--- src/rtl/counter_sched_if.sv ---
// Signal bundle between counter_sched, its requesters and the shared counter_100.
// slave = scheduler side, master = requester/counter side.
interface counter_sched_if #(
    parameter int NREQ  = 4,
    parameter int NUM_W = 4,
    parameter int CNT_W = 7
) ();
    logic [NREQ-1:0]       i_req;
    logic [NREQ*NUM_W-1:0] i_num;
    logic [NREQ*CNT_W-1:0] i_limit;
    logic [CNT_W-1:0]      i_cnt;
    logic [NREQ-1:0]       o_gnt;
    logic [NREQ-1:0]       o_done;
    logic [NREQ-1:0]       o_err;
    logic                  o_busy;
    logic                  o_cnt_clr;
    logic                  o_run;
    logic [NUM_W-1:0]      o_num;

    modport slave (
        input  i_req, i_num, i_limit, i_cnt,
        output o_gnt, o_done, o_err, o_busy, o_cnt_clr, o_run, o_num
    );

    modport master (
        output i_req, i_num, i_limit, i_cnt,
        input  o_gnt, o_done, o_err, o_busy, o_cnt_clr, o_run, o_num
    );
endinterface

--- src/rtl/counter_sched.sv ---
// Round-robin scheduler sharing one counter_100 between NREQ requesters.
// Optional run-cycle watchdog: define COUNTER_SCHED_TIMEOUT_EN.
module counter_sched #(
    parameter int NREQ   = 4,
    parameter int NUM_W  = 4,
    parameter int CNT_W  = 7,
    parameter int TO_CYC = 255
) (
    input  logic           clk,
    input  logic           reset,
    counter_sched_if.slave bus
);
    localparam int PTR_W = $clog2(NREQ);

    localparam logic [1:0] IDLE  = 2'd0;
    localparam logic [1:0] CLEAR = 2'd1;
    localparam logic [1:0] RUN   = 2'd2;
    localparam logic [1:0] DONE  = 2'd3;

    localparam logic [NREQ-1:0] ONE_HOT0 = NREQ'(1);

    logic [1:0]       state_q, state_d;
    logic [PTR_W-1:0] ptr_q, ptr_d;
    logic [PTR_W-1:0] win_q, win_d;
    logic [NUM_W-1:0] num_q, num_d;
    logic [CNT_W-1:0] limit_q, limit_d;
    logic [NREQ-1:0]  gnt_q, gnt_d;
    logic [NREQ-1:0]  done_q, done_d;
    logic [NREQ-1:0]  err_q, err_d;
    logic             busy_q, busy_d;
    logic             clr_q, clr_d;
    logic             run_q, run_d;

    logic             pick_found;
    logic [PTR_W-1:0] pick_idx;
    logic [PTR_W-1:0] cand;
    int               cand_int;
    logic [NUM_W-1:0] num_sel;
    logic [CNT_W-1:0] limit_sel;
    logic             timeout;

    // Scan from the highest offset down so the nearest set bit after ptr wins last.
    always_comb begin
        // NOTE: every variable gets a default first so no path can leave it unassigned (no latch).
        pick_found = 1'b0;
        pick_idx   = '0;
        cand       = '0;
        cand_int   = 0;
        for (int i = NREQ - 1; i >= 0; i--) begin
            cand_int = int'(ptr_q) + i;
            if (cand_int >= NREQ) cand_int = cand_int - NREQ;
            cand = PTR_W'(cand_int);
            if (bus.i_req[cand]) begin
                pick_found = 1'b1;
                pick_idx   = cand;
            end
        end
    end

    always_comb begin
        num_sel   = '0;
        limit_sel = '0;
        for (int k = 0; k < NREQ; k++) begin
            if (pick_idx == PTR_W'(k)) begin
                num_sel   = bus.i_num[k*NUM_W +: NUM_W];
                limit_sel = bus.i_limit[k*CNT_W +: CNT_W];
            end
        end
    end

`ifdef COUNTER_SCHED_TIMEOUT_EN
    localparam int RC_W = ($clog2(TO_CYC + 1) > 8) ? $clog2(TO_CYC + 1) : 8;

    logic [RC_W-1:0] rc_q, rc_d;

    always_comb begin
        rc_d = rc_q;
        if (state_q == CLEAR)    rc_d = '0;
        else if (state_q == RUN) rc_d = rc_q + RC_W'(1);
    end

    // rc_q counts RUN cycles already completed, so this fires on the TO_CYC-th RUN cycle.
    assign timeout = (state_q == RUN) && (rc_q == RC_W'(TO_CYC - 1));

    always_ff @(posedge clk) begin
        if (reset) rc_q <= '0;
        else       rc_q <= rc_d;
    end
`else
    logic unused_to_cyc;
    assign unused_to_cyc = ^TO_CYC;
    assign timeout       = 1'b0;
`endif

    always_comb begin
        state_d = state_q;
        ptr_d   = ptr_q;
        win_d   = win_q;
        num_d   = num_q;
        limit_d = limit_q;
        gnt_d   = gnt_q;
        run_d   = run_q;
        done_d  = '0;
        err_d   = '0;
        clr_d   = 1'b0;
        case (state_q)
            IDLE: begin
                if (pick_found) begin
                    state_d = CLEAR;
                    win_d   = pick_idx;
                    num_d   = num_sel;
                    limit_d = limit_sel;
                    gnt_d   = ONE_HOT0 << pick_idx;
                    clr_d   = 1'b1;
                end
            end
            CLEAR: begin
                state_d = RUN;
                run_d   = 1'b1;
            end
            RUN: begin
                // Completion wins over a watchdog expiry in the same cycle.
                if (bus.i_cnt >= limit_q) begin
                    state_d = DONE;
                    run_d   = 1'b0;
                    done_d  = ONE_HOT0 << win_q;
                end else if (timeout) begin
                    state_d = DONE;
                    run_d   = 1'b0;
                    err_d   = ONE_HOT0 << win_q;
                end
            end
            DONE: begin
                state_d = IDLE;
                gnt_d   = '0;
                ptr_d   = (win_q == PTR_W'(NREQ - 1)) ? '0 : win_q + PTR_W'(1);
            end
            default: state_d = IDLE;
        endcase
        busy_d = (state_d != IDLE);
    end

    always_ff @(posedge clk) begin
        // NOTE: state uses non-blocking assignments so every flop samples pre-edge values.
        if (reset) begin
            state_q <= IDLE;
            ptr_q   <= '0;
            win_q   <= '0;
            num_q   <= '0;
            limit_q <= '0;
            gnt_q   <= '0;
            done_q  <= '0;
            err_q   <= '0;
            busy_q  <= 1'b0;
            clr_q   <= 1'b0;
            run_q   <= 1'b0;
        end else begin
            state_q <= state_d;
            ptr_q   <= ptr_d;
            win_q   <= win_d;
            num_q   <= num_d;
            limit_q <= limit_d;
            gnt_q   <= gnt_d;
            done_q  <= done_d;
            err_q   <= err_d;
            busy_q  <= busy_d;
            clr_q   <= clr_d;
            run_q   <= run_d;
        end
    end

    assign bus.o_gnt     = gnt_q;
    assign bus.o_done    = done_q;
    assign bus.o_err     = err_q;
    assign bus.o_busy    = busy_q;
    assign bus.o_cnt_clr = clr_q;
    assign bus.o_run     = run_q;
    assign bus.o_num     = num_q;
endmodule
--- src/flat_wrapper.sv ---
// flat-port wrapper written by rule: the top's interface ports become plain ports
module counter_sched_flat 
#(
    parameter int NREQ   = 4,
    parameter int NUM_W  = 4,
    parameter int CNT_W  = 7,
    parameter int TO_CYC = 255
)
  (clk, reset, bus_i_req, bus_i_num, bus_i_limit, bus_i_cnt, bus_o_gnt, bus_o_done, bus_o_err, bus_o_busy, bus_o_cnt_clr, bus_o_run, bus_o_num);
  counter_sched_if #(.NREQ(NREQ), .NUM_W(NUM_W), .CNT_W(CNT_W)) bus_i ();
  input  logic clk;
  input  logic reset;
  input wire logic [$bits(bus_i.i_req)-1:0] bus_i_req;
  input wire logic [$bits(bus_i.i_num)-1:0] bus_i_num;
  input wire logic [$bits(bus_i.i_limit)-1:0] bus_i_limit;
  input wire logic [$bits(bus_i.i_cnt)-1:0] bus_i_cnt;
  output wire logic [$bits(bus_i.o_gnt)-1:0] bus_o_gnt;
  output wire logic [$bits(bus_i.o_done)-1:0] bus_o_done;
  output wire logic [$bits(bus_i.o_err)-1:0] bus_o_err;
  output wire logic [$bits(bus_i.o_busy)-1:0] bus_o_busy;
  output wire logic [$bits(bus_i.o_cnt_clr)-1:0] bus_o_cnt_clr;
  output wire logic [$bits(bus_i.o_run)-1:0] bus_o_run;
  output wire logic [$bits(bus_i.o_num)-1:0] bus_o_num;
  assign bus_i.i_req = bus_i_req;
  assign bus_i.i_num = bus_i_num;
  assign bus_i.i_limit = bus_i_limit;
  assign bus_i.i_cnt = bus_i_cnt;
  assign bus_o_gnt = bus_i.o_gnt;
  assign bus_o_done = bus_i.o_done;
  assign bus_o_err = bus_i.o_err;
  assign bus_o_busy = bus_i.o_busy;
  assign bus_o_cnt_clr = bus_i.o_cnt_clr;
  assign bus_o_run = bus_i.o_run;
  assign bus_o_num = bus_i.o_num;
  counter_sched #(.NREQ(NREQ), .NUM_W(NUM_W), .CNT_W(CNT_W), .TO_CYC(TO_CYC)) u_core (.clk(clk), .reset(reset), .bus(bus_i));
endmodule
--- config.mk ---
export PLATFORM = sky130hd
export DESIGN_NAME = counter_sched_flat
export DESIGN_NICKNAME = d
export VERILOG_FILES = /design/src/rtl/counter_sched_if.sv /design/src/rtl/counter_sched.sv /design/src/flat_wrapper.sv
export SDC_FILE = /design/constraint.sdc
export NUM_CORES = 1
export LEC_CHECK = 0
export CORE_ASPECT_RATIO = 0.7
export CORE_UTILIZATION = 47
export DETAILED_ROUTE_END_ITERATION = 12
export PLACE_DENSITY = 0.86
export SYNTH_ARGS = -nofsm -noshare
export SYNTH_HDL_FRONTEND = slang
export SYNTH_SLANG_ARGS = --single-unit
--- constraint.sdc ---
create_clock -name clk -period 3.9 [get_ports clk]
set_input_delay 0.975 -clock clk [delete_from_list [all_inputs] [get_ports clk]]
set_output_delay 0.975 -clock clk [all_outputs]
set_load 0.02 [all_outputs]
# --- Word-level counts from Yosys, hierarchy flattened ---
# Index checks and enable logic that the tools add are counted.
word_totals:
  out_inout_bits: 19
  word_cells: 88
  register_bits: 28
  inputBits: 57
classes:
  reduce_logical: 10
  magnitude_cmp: 9
  n_addsub: 8
  bitwise_logic: 3
  mux: 37
  n_eq_ne: 9
  n_shift: 2
op_table:
  columns: ["op", "n"]
  rows:
  - ["7-bit two-way mux", 4]
  - ["2-bit two-way mux", 11]
  - ["4-bit two-way mux", 5]
  - ["2-bit by 3-bit less-than comparator with 1-bit output, second input constant", 4]
  - ["2-bit equality test, second input constant", 5]
  - ["1-bit two-way mux", 10]
  - ["3-bit greater-or-equal comparator, second input constant", 3]
  - ["1-bit binary-select mux with 2-bit select", 4]
  - ["2-bit one-hot mux with 4 select lines", 1]
  - ["4-bit one-hot mux with 2 select lines", 1]
  - ["1-bit by 2-bit left shift with 4-bit output, first input constant", 2]
  - ["2-bit by 1-bit subtractor with 2-bit output, second input constant", 4]
  - ["7-bit greater-or-equal comparator", 1]
  - ["2-bit by 2-bit adder with 3-bit output, second input constant", 2]
  - ["2-bit AND reduction", 3]
  - ["2-bit nonzero test", 3]
  - ["2-bit by 1-bit equality test with 1-bit output, second input constant", 2]
  - ["2-bit logical NOT", 2]
  - ["2-bit by 1-bit inequality test with 1-bit output, second input constant", 2]
  - ["2-bit by 1-bit adder with 3-bit output, second input constant", 1]
  - ["2-bit by 3-bit greater-or-equal comparator with 1-bit output, second input constant", 1]
  - ["1-bit inverter", 3]
  - ["3-bit OR reduction", 1]
  - ["2-bit by 1-bit adder with 2-bit output, second input constant", 1]
  - ["other kinds (2)", 2]

# --- Longest topological paths before layout ---
logic_depth:
  ltp_word: 14
  mapped_depth: 8
  mapped_depth_nobuf: 7

# --- Worst setup path after synthesis ---
# Ideal clock, no wire load.
synth_path:
  kind: "input -> register"
  from: "in bus_i_req[1]"
  to: "reg u_core.limit_q[1]"
  n_path_buf: 1
  arrival_ns: 2.413
  setup_time_ns: 0.068
  stages: 6
  setup_slack_ns: 1.419
  required_ns: 3.832
  path_cell_list: "or4_4 and2_4 buf_6 or3_1 a32o_1 a21oi_2"
synth_between:
  elab_chain_cells: 11
  word_cells_on_any_way: 25
  classes_between: "3 x eq/ne; 20 x mux; 2 x reduce/logical"
synth_rtl:
  columns: ["element", "line_no", "rtl"]
  rows:
  - ["start, declared", "flat_wrapper.sv:13", "input wire logic [$bits(bus_i.i_req)-1:0] bus_i_req;"]
  - ["1-bit binary-select mux with 2-bit select", "counter_sched.sv:53", "if (bus.i_req[cand]) begin"]
  - ["1-bit two-way mux (not written as such)", "counter_sched.sv:53", null]
  - ["2-bit two-way mux (4 in series)", "counter_sched.sv:53", null]
  - ["2-bit logical NOT", "counter_sched.sv:64", "if (pick_idx == PTR_W'(k)) begin"]
  - ["7-bit two-way mux (4 in series)", "counter_sched.sv:64", null]
  - ["end signal, assigned", "counter_sched.sv:162", "limit_q <= limit_d;"]
  - ["end, declared", "counter_sched.sv:26", "logic [CNT_W-1:0] limit_q, limit_d;"]
# Several ways; a longest one is shown, not always the timed one. The select of a mux whose other input is x is not followed.
# A chain may end at the register's enable or synchronous reset.

# --- Worst setup path after layout ---
layout_path:
  from: "in bus_i_req[1]"
  to: "reg u_core.limit_q[3]"
# The elaborated chain is that of the path after synthesis.

==> results_tabular.tex <==
\begin{tabular}{lr}
\hline
Metric & Value \\
\hline
\multicolumn{2}{l}{\textbf{STA}} \\
\quad Achievable Freq & 0.342 GHz \\
\quad Part of the cycle the worst path needs & 75.0\% \\
\quad Time the worst path needs with I/O delays and setup & 2.93 ns \\
\quad Final hold violation count & 0 \\
\quad Max\_slew headroom & 38.8\% \\
\quad Clock skew after layout & 0.00804 ns \\
\quad Final sum of negative setup slack & 0 ns \\
\quad Finish-stage setup viols & 0 \\
\quad Transition time at the pin with the least slew margin & 0.916 ns \\
\quad RSZ-0062 raised after global routing & false \\
\quad Pins Over Slew Limit & 0 \\
\quad Smallest setup slack after layout & 0.974 ns \\
\multicolumn{2}{l}{\textbf{Floorplanning}} \\
\quad Number of placed I/O pins & 76 \\
\quad Standard-cell rows & 18 \\
\quad Die area & 4230 µm² \\
\quad Die X-Extent & 77.3 µm \\
\quad Starting density of the core & 51.1\% \\
\quad DIE HEIGHT & 54.7 µm \\
\quad Core Footprint & 3650 µm² \\
\multicolumn{2}{l}{\textbf{Global routing}} \\
\quad Tot GR Track Use & 24.2\% \\
\quad Via count of the first global-routing pass & 1724 \\
\quad Fraction of met3 tracks used by global routing & 5.67\% \\
\quad Pin count of the biggest net entering global routing & 26 \\
\quad Fraction of met2 tracks used by global routing & 38.2\% \\
\quad Total gr overflow & 0 \\
\quad Layer carrying the most global-route usage & met2 \\
\quad Antenna violations before repair & 0 \\
\quad Met1 track demand over resource & 34.0\% \\
\quad Wire length of the first global-routing pass & 7860 µm \\
\multicolumn{2}{l}{\textbf{Yosys}} \\
\quad Total of flip-flops plus latches after synthesis & 28 \\
\quad Flip-flop cell with the highest count after synthesis & sky130\_fd\_sc\_hd\_\_dfxtp\_1 \\
\quad Number of flops mapped to enable cells by yosys & 0 \\
\quad Commonest cells post-synth & 28 x sky130\_fd\_sc\_hd\_\_dfxtp\_1, 15 x sky130\_fd\_sc\_hd\_\_nand2\_1, 14 x sky130\_fd\_sc\_hd\_\_or3\_1 \\
\quad Summed instance area of the synthesized netlist & 1870 µm² \\
\quad Synthesized-area fraction occupied by xor and xnor cells & 0\% \\
\quad Cell count after synthesis & 225 \\
\quad Top cells by area in the synthesized netlist & sky130\_fd\_sc\_hd\_\_dfxtp\_1 30\%, sky130\_fd\_sc\_hd\_\_ha\_1 8.7\%, sky130\_fd\_sc\_hd\_\_a32o\_1 6.4\%, sky130\_fd\_sc\_hd\_\_or3\_1 4.7\%, sky130\_fd\_sc\_hd\_\_o211ai\_1 4.0\% \\
\quad Synthesized-area fraction occupied by and/or/nand/nor cells & 26.4\% \\
\quad Dominant combinational cell family by area after synthesis & simple AND/OR/NAND/NOR gates \\
\quad Fraction of synthesis flops using an asynchronous set or reset pin & 0\% \\
\quad Share of the synthesized area in the top cell type & 30.0\% \\
\quad Average cell area after synthesis & 8.29 µm² \\
\quad Multiplexer area fraction after synthesis & 1.61\% \\
\quad Adder-cell share of the synthesized area & 8.72\% \\
\quad Sequential fraction of the synthesis area & 30.0\% \\
\quad Unique masters post-synth & 47 \\
\quad Post-synthesis compound-gate area fraction & 24.6\% \\
\quad Largest area contributor in the netlist & sky130\_fd\_sc\_hd\_\_dfxtp\_1 \\
\quad Synthesis Warnings & 0 \\
\quad Library cell with the highest instance count after synthesis & sky130\_fd\_sc\_hd\_\_dfxtp\_1 \\
\multicolumn{2}{l}{\textbf{Worst setup path}} \\
\quad Capture point of the worst path & u\_core.limit\_q[3] \\
\quad CP Max Fanout & 21 \\
\quad Worst endpoint required time & 4.08 ns \\
\quad Data arrival time of the critical path & 3.11 ns \\
\quad Origin of the worst setup path & bus\_i\_req[1] \\
\quad Critical path class & in -> reg \\
\quad FF-to-FF path depth & 5 \\
\quad Worst-case register-to-register setup slack & 1.92 ns \\
\quad CP Launch Type & primary input \\
\quad Reg2reg end & u\_core.limit\_q[3] \\
\quad Launch instance of the worst register-to-register path & u\_core.ptr\_q[0] \\
\quad Worst setup EP type & flip-flop \\
\multicolumn{2}{l}{\textbf{Clock network}} \\
\quad CTS tree & done \\
\quad Level count of the clock H-tree & 1 \\
\quad Sinks on Clock Net & 28 \\
\quad CTS Buf Count & 3 \\
\quad Count of cells resized by post-cts repair & 0 \\
\quad Hold buffer count at CTS & 0 \\
\quad Number of buffers on the longest clock path & 2 \\
\quad Clock latency reported for the late side of the worst-skew pair & 0.28 ns \\
\quad CTS clock-pin slew for the worst setup and hold paths & 0.10 ns \\
\quad Buffers inserted during post-CTS setup optimization & 0 \\
\quad Clk Tree Root Cell & sky130\_fd\_sc\_hd\_\_clkbuf\_8 \\
\multicolumn{2}{l}{\textbf{Worst hold path}} \\
\quad Path class of the lowest-slack min-delay path & reg -> reg \\
\quad Hold path depth & 1 \\
\multicolumn{2}{l}{\textbf{Layout}} \\
\quad Final cell area excluding filler cells & 2620 µm² \\
\quad Share of final-layout standard cells stronger than drive strength 1 & 6.25\% \\
\quad ANT cells & 0 \\
\quad Final instance count without filler cells & 338 \\
\quad Layout overhead on the synthesized area & 40.4\% \\
\quad Post-layout nets & 359 \\
\multicolumn{2}{l}{\textbf{Drt}} \\
\quad Final WL & 4980 µm \\
\quad Antenna violation net count after detailed routing & 0 \\
\quad Via count of the routed design & 1947 \\
\quad Drt wl/cell & 14.7 µm \\
\quad Drt first-iter violations & 103 \\
\quad Post-DR vias/cell & 5.76 \\
\quad Post-route DRC violation count & 0 \\
\quad First-pass detailed-route iteration total & 4 \\
\multicolumn{2}{l}{\textbf{Placement}} \\
\quad Number of port buffers & 71 \\
\quad HPWL Detailed & 3850 µm \\
\quad Post-place instance area & 2560 µm² \\
\quad Pre-CTS setup slack & 0.751 ns \\
\quad Placed cell count & 334 \\
\quad RePlAce Congestion & 0.912 \\
\multicolumn{2}{l}{\textbf{Power and ir drop}} \\
\quad Worst voltage drop across the vdd grid & 0.000317 V \\
\quad Total Power & 1.28 mW \\
\quad Power per cell area & 490 nW/µm² \\
\quad Cell leakage power & 0.990 nW \\
\multicolumn{2}{l}{\textbf{Job}} \\
\quad Max\_cap viols & 0 \\
\multicolumn{2}{l}{\textbf{Status}} \\
\quad Run status & completed \\
\hline
\end{tabular}
[per-stage QoR]
stage,util (%),hold WS (ns)
2_1_floorplan,-,0.464
3_3_place_gp,70.3,0.453
3_5_place_dp,70.3,0.455
4_1_cts,71.8,0.479
5_1_grt,71.8,0.516
6_report,71.8,0.477
[cells by family (layout without fill, tap and decap cells)]
family,count (synthesis),count (layout)
AOI/OAI and AO/OA,63,63
adders and majority gates,13,13
buffers and inverters,30,90
DFF,28,28
muxes,3,3
other,1,4
and+or+nand+nor,87,87
[sequential cells by signal, summed over array words and instances (netlist names)]
register	count
u_core.bus.o_run	1
u_core.bus.o_busy	1
u_core.bus.o_gnt	4
u_core.bus.o_done	4
u_core.bus.o_num	4
u_core.bus.o_cnt_clr	1
u_core.ptr_q	2
u_core.win_q	2
u_core.state_q	2
u_core.limit_q	7
[worst max-delay path, cell delays in order]
cell                              delay, ns
sky130_fd_sc_hd__clkdlybuf4s50_1       0.45
sky130_fd_sc_hd__nor2_1                0.25
sky130_fd_sc_hd__and4b_1               0.42
sky130_fd_sc_hd__nor2_1                0.63
sky130_fd_sc_hd__a211oi_1              0.12
sky130_fd_sc_hd__o31ai_1               0.26
[layout by cell type, fill, tap and decap left out, types with 5 or more instances in the layout]
master,synthesis,layout
sky130_fd_sc_hd__clkdlybuf4s50_1,0,71
sky130_fd_sc_hd__dfxtp_1,28,28
sky130_fd_sc_hd__nand2_1,15,15
sky130_fd_sc_hd__or3_1,14,14
sky130_fd_sc_hd__inv_1,13,13
sky130_fd_sc_hd__ha_1,13,13
sky130_fd_sc_hd__nor2_1,12,12
sky130_fd_sc_hd__a32o_1,12,12
sky130_fd_sc_hd__nand3_1,11,11
sky130_fd_sc_hd__o21ai_0,11,11
sky130_fd_sc_hd__a21oi_1,11,11
sky130_fd_sc_hd__o211ai_1,10,10
sky130_fd_sc_hd__a21oi_2,5,5
sky130_fd_sc_hd__nand3b_1,5,5
[worst min-delay path by stage]
stage | endpoint | start | slack [ns]
finish | u_core.bus.o_gnt[1] | u_core.bus.o_gnt[1] | 0.48
global route | u_core.bus.o_gnt[1] | u_core.bus.o_gnt[1] | 0.52
floorplan | u_core.bus.o_done[3] | u_core.win_q[1] | 0.46
detailed placement | u_core.bus.o_gnt[1] | u_core.bus.o_gnt[1] | 0.46
global placement | u_core.bus.o_gnt[1] | u_core.bus.o_gnt[1] | 0.45
CTS | u_core.bus.o_gnt[1] | u_core.bus.o_gnt[1] | 0.48
[where the power goes]
part	total, mW	internal [mW]	switching (mW)
clock network	0.181	0.0904	0.0905
registers	0.417	0.365	0.0521
logic	0.686	0.309	0.377
total	1.28	0.764	0.519
[final cells by class]
type | instances | area, µm²
clock buffer | 4 | 55.1
fill | 295 | 1030
inverter | 13 | 48.8
multi-input combinational | 170 | 1170
sequential | 28 | 561
tap | 50 | 62.6
timing repair buffer | 73 | 726
[metal layers]
layer / share of wire, % / routed length [µm] / vias up
li1: - / - / 948
met1: 47 / 2350 / 881
met5: 0 / 0 / -
met2: 43 / 2140 / 116
met3: 9.5 / 474 / 2
met4: 0.38 / 19 / 0
Note: power is estimated with default switching activity, not from simulation.
